## config.mk

```make
export PLATFORM = sky130hd
export DESIGN_NAME = shift_div16
export DESIGN_NICKNAME = d
export VERILOG_FILES = /design/src/rtl/shift_div16.sv
export SDC_FILE = /design/constraint.sdc
export NUM_CORES = 1
export LEC_CHECK = 0
export CORE_MARGIN = 4
export CORE_UTILIZATION = 50
export DETAILED_ROUTE_END_ITERATION = 16
export MAX_ROUTING_LAYER = met4
export PLACE_DENSITY_LB_ADDON = 0.12
export SLEW_MARGIN = 25
export SYNTH_ARGS = -nofsm -noshare
export SYNTH_HDL_FRONTEND = slang
export SYNTH_SLANG_ARGS = --single-unit
```

## constraint.sdc

```tcl
create_clock -name clk -period 5.81 [get_ports clk]
set_clock_uncertainty 0.05 [all_clocks]
set_input_delay 1.162 -clock clk [delete_from_list [all_inputs] [get_ports clk]]
set_output_delay 1.162 -clock clk [all_outputs]
set_load 0.03 [all_outputs]
```

## src/rtl/shift_div16.sv

```systemverilog
// -----------------------------------------------------------------------------
// shift_div16
//
// Sequential unsigned divider: 16-bit dividend by a B_WIDTH-bit divisor using
// restoring shift-subtract division, one quotient bit per clock, MSB first.
// All state changes on the falling edge of clk.
//
// Timing of one request (edges counted from acceptance E0):
//   E0       start accepted in IDLE, operands latched, busy rises
//   E1..E16  one iteration per edge; results published at E16, busy falls,
//            done rises
//   E17      done falls, back to IDLE; a new start is accepted at E18
//   b == 0   E0 goes straight to DONE: quotient=FFFF, remainder=0,
//            div_by_zero=1, busy never rises
//
// Handshake: start is a level request sampled only while in IDLE. Asserting
// it in IDLE is the "valid" and being in IDLE is the "ready"; the request is
// taken on the falling edge where both hold and div_rst is low. start is
// ignored in RUN and DONE, so a start held high re-triggers once per return
// to IDLE.
//
// Ports
//   clk          clock, falling-edge active
//   div_rst      synchronous active-high reset, has priority over start
//   start        request a new division
//   a            dividend (16 bits, unsigned)
//   b            divisor (B_WIDTH bits, unsigned)
//   busy         high while iterating
//   done         one-cycle pulse when results become valid
//   div_by_zero  last accepted request had b == 0
//   quotient     a / b, held until the next accepted start or reset
//   remainder    a mod b, held until the next accepted start or reset
//   state_dbg    current FSM state (0 IDLE, 1 RUN, 2 DONE) for observation
// -----------------------------------------------------------------------------
module shift_div16 #(
    parameter int B_WIDTH = 8
) (
    input  logic               clk,
    input  logic               div_rst,
    input  logic               start,
    input  logic [15:0]        a,
    input  logic [B_WIDTH-1:0] b,
    output logic               busy,
    output logic               done,
    output logic               div_by_zero,
    output logic [15:0]        quotient,
    output logic [B_WIDTH-1:0] remainder,
    output logic [1:0]         state_dbg
);

    typedef enum logic [1:0] {
        IDLE = 2'd0,
        RUN  = 2'd1,
        DONE = 2'd2
    } state_t;

    state_t             state;

    // Operands captured at acceptance so input changes mid-operation are harmless.
    logic [15:0]        a_q;
    logic [B_WIDTH-1:0] b_q;

    // Partial remainder carries one extra bit: after the shift it can reach
    // 2*b-1, which does not fit in B_WIDTH bits.
    logic [B_WIDTH:0]   partial;

    // Quotient bits accumulate here and are only copied to the output at E16,
    // so the visible quotient keeps its previous value throughout RUN.
    logic [15:0]        quo_work;

    // Counts completed iterations, 0..15 while in RUN.
    logic [4:0]         iter;

    // Combinational single-iteration datapath.
    logic [3:0]         bit_idx;
    logic [B_WIDTH:0]   trial;
    logic               fits;
    logic [B_WIDTH:0]   partial_nxt;
    logic [15:0]        quo_nxt;

    always_comb begin
        bit_idx     = 4'd15 - iter[3:0];
        trial       = {partial[B_WIDTH-1:0], a_q[bit_idx]};
        fits        = (trial >= {1'b0, b_q});
        partial_nxt = trial;
        if (fits) begin
            partial_nxt = trial - {1'b0, b_q};
        end
        quo_nxt = {quo_work[14:0], fits};
    end

    assign state_dbg = state;

    always_ff @(negedge clk) begin
        if (div_rst) begin
            state       <= IDLE;
            busy        <= 1'b0;
            done        <= 1'b0;
            div_by_zero <= 1'b0;
            quotient    <= '0;
            remainder   <= '0;
            a_q         <= '0;
            b_q         <= '0;
            partial     <= '0;
            quo_work    <= '0;
            iter        <= '0;
        end else begin
            case (state)
                IDLE: begin
                    done <= 1'b0;
                    busy <= 1'b0;
                    if (start) begin
                        a_q      <= a;
                        b_q      <= b;
                        partial  <= '0;
                        quo_work <= '0;
                        iter     <= '0;
                        if (b == '0) begin
                            // No iterations: publish the saturated result now.
                            state       <= DONE;
                            done        <= 1'b1;
                            div_by_zero <= 1'b1;
                            quotient    <= 16'hFFFF;
                            remainder   <= '0;
                        end else begin
                            state       <= RUN;
                            busy        <= 1'b1;
                            div_by_zero <= 1'b0;
                        end
                    end
                end

                RUN: begin
                    partial  <= partial_nxt;
                    quo_work <= quo_nxt;
                    iter     <= iter + 5'd1;
                    if (iter == 5'd15) begin
                        // 16th iteration: results become visible with done.
                        state     <= DONE;
                        busy      <= 1'b0;
                        done      <= 1'b1;
                        quotient  <= quo_nxt;
                        remainder <= partial_nxt[B_WIDTH-1:0];
                    end
                end

                DONE: begin
                    state <= IDLE;
                    done  <= 1'b0;
                    busy  <= 1'b0;
                end

                default: begin
                    state <= IDLE;
                    busy  <= 1'b0;
                    done  <= 1'b0;
                end
            endcase
        end
    end

endmodule

```

==> metrics.yaml <==
critPathBufInv: 1
syn_to_final_growth_pct: 33.8
grt_max_degree: 38
rows: 31
wirelength_um: 9670
netlist_area_um2: 3710
relSlewSlack_pct: 39.3
worstPathArrival_ns: 4.49
cts_sinks: 81
p_leak_uw: 0.00211
critPathMaxStageDelay_ns: 0.73
hp-class: "reg2reg"
ios: 56
cts_resized: 0
first_pass_iters: 5
rsz0062_at_grt: "no"
worst_slew_pin_slew_ns: 0.910
cts.clk_slew.worst_paths_ns: 0.03
ant_nets: 0
hold_start: "a_q[4]"
die_area_um2: 8870
cts_buffers: 9
worstReg2RegStart: "iter[1]"
initial_core_util_pct: 51.2
insertion_delay_ns: 0.42
wl_per_cell_um: 13.9
grt.overflow.total: 0
die_y_um: 94.2
place_congestion: 0.939
cts_setup_buffers: 0
grt_usage_pct: 23.6
crit_start: "state_dbg[0]"
yosys_register_bits: 81
viasPerCell: 5.42
slew_violations: 0
coreArea_um2: 7250
clk_path_buf_depth: 2
dp.cells: 601
cts_tree: "yes"
hold_viol_final: 0
antenna_found_initial: 0
vdd_ir_drop_max_mv: 0.176
seq_area_frac_synth_pct: 43.7
final-setup-viol-count: 0
synthCells: 461
start_kind: "flop"
layout-drive-gt1-share_pct: 7.36
num_antenna_cells: 0
rrSetupSlack_ns: 2.15
nNetsFinal: 631
grt_pass1_vias: 3667
drc_errors: 0
critical_path_class: "reg2out"
tns_ns: 0
place_hpwl_um: 6470
required_ns: 4.60
yosysWarnings: 0
fin_cells: 697
drt_iter0_markers: 245
grt_pass1_wl_um: 16300
critPathSlowestCell: "clkdlybuf4s50_1"
cts_root_buffer: "clkbuf_8"
die_w_um: 94.2
path_max_fanout: 8
synth_fp_nets: 499
vias: 3779
port_buffers: 55
htree_levels: 3
power_density_nw_per_um2: 371
syn_avg_cell_area_um2: 8.05
path_cells: "clkdlybuf4s50_1"
status: "completed"
fillers: 640
synth_cell_types: 50
drv_cap: 0
ctsHoldBuffers: 0
end_kind: "primary output"
crit_family: "buffers and inverters"
==> cells in the mapped netlist (all sizes together) <==
library cell,count,area (um2)
o2111ai,1,8.76
o21a,1,7.51
a41oi,3,26.3
o211ai,7,52.6
a21boi,1,7.51
a2111o,1,11.3
nor2,31,116
mux4,5,116
a21oi,58,290
and4,2,20.0
o31ai,6,45.0
a32o,4,40.0
clkinv,1,3.75
a211o,1,8.76
o21bai,1,7.51
and2,4,25.0
nor4,2,25.0
nand2b,3,18.8
a32oi,2,17.5
nor4bb,1,10.0
fa,1,20.0
nand3,8,40.0
buf,11,68.8
a31oi,2,18.8
or3,1,6.26
nand2,108,405
nor3b,1,7.51
a311o,1,10.0
nand3b,2,15.0
nor3,33,170
a211oi,2,15.0
and3b,2,17.5
clkbuf,20,75.1
and3,4,25.0
a311oi,2,17.5
ha,10,125
nor2b,4,25.0
xor2,4,35.0
inv,12,45.0
dfxtp,81,1620
nand4,4,25.0
o21ai,13,65.1
==> sequential cells by signal (all words and copies together) (netlist names) <==
| signal | cells |
|---|---|
| div_by_zero | 1 |
| partial | 8 |
| quotient | 16 |
| iter | 5 |
| state_dbg | 2 |
| b_q | 8 |
| busy | 1 |
| a_q | 16 |
| quo_work | 15 |
| done | 1 |
| remainder | 8 |
==> area by class of cell <==
class	count	area (um2)	share of cell area (%)
sequential	81	1620	32.6
tap	99	124	2.49
timing repair buffer	72	698	14.1
clock inverter	88	445	8.97
clock buffer	9	124	2.49
inverter	12	45.0	0.907
multi-input combinational	336	1910	38.4
==> report_power, final <==
group	internal, uW	switching (uW)
sequential	587	28.4
clock	402	357
combinational	169	300
total	1160	686
==> layer usage <==
metal	routed length (um)	up-vias	GRT usage [%]
met5	0	-	-
met4	103	0	9.87
met3	712	14	7.85
met2	4650	150	35.8
met1	4210	1749	28.9
li1	-	1866	-
==> kinds of logic after synthesis <==
logic type / after synthesis / synth area share (%)
and+or+nand+nor: 210 / 25.6
AOI/OAI and AO/OA: 106 / 17.5
DFF: 81 / 43.7
buffers and inverters: 44 / 5.19
adders and majority gates: 11 / 3.91
muxes: 5 / 3.13
xor gates and xnor gates: 4 / 0.944
==> per-stage QoR <==
step                setup WS (ns)  total power (uW)  area [um2]  hold WS [ns]  utilization [%]
floorplan                   0.432              1060        3710         0.382                -
global placement           0.0947              1160        4400         0.390             60.7
detailed placement         0.0210              1170        4400         0.396             60.7
CTS                        0.0995              1860        4970         0.400             68.5
global route               0.0318              1990        4970         0.415             68.5
finish                      0.105              1840        4970         0.398             68.5
==> layout by cell type, fill, tap and decap left out, types with 9 or more instances in the layout <==
| master | synthesis | final |
|---|---|---|
| buf_4 | 0 | 15 |
| ha_1 | 10 | 10 |
| clkdlybuf4s50_1 | 0 | 54 |
| inv_1 | 12 | 93 |
| clkbuf_8 | 0 | 9 |
| a21oi_1 | 58 | 58 |
| nand2_1 | 108 | 108 |
| nor2_1 | 31 | 31 |
| nor3_1 | 32 | 32 |
| dfxtp_1 | 81 | 81 |
==> worst paths after layout <==
kind / endpoint / cells past startpoint
worst min register to register: a_q[4] / 2
worst max-delay path: state_dbg[0] / 1
worst min-delay path: a_q[4] / 2
worst max register to register: remainder[0] / 9
Note: power is estimated with default switching activity, not from simulation.
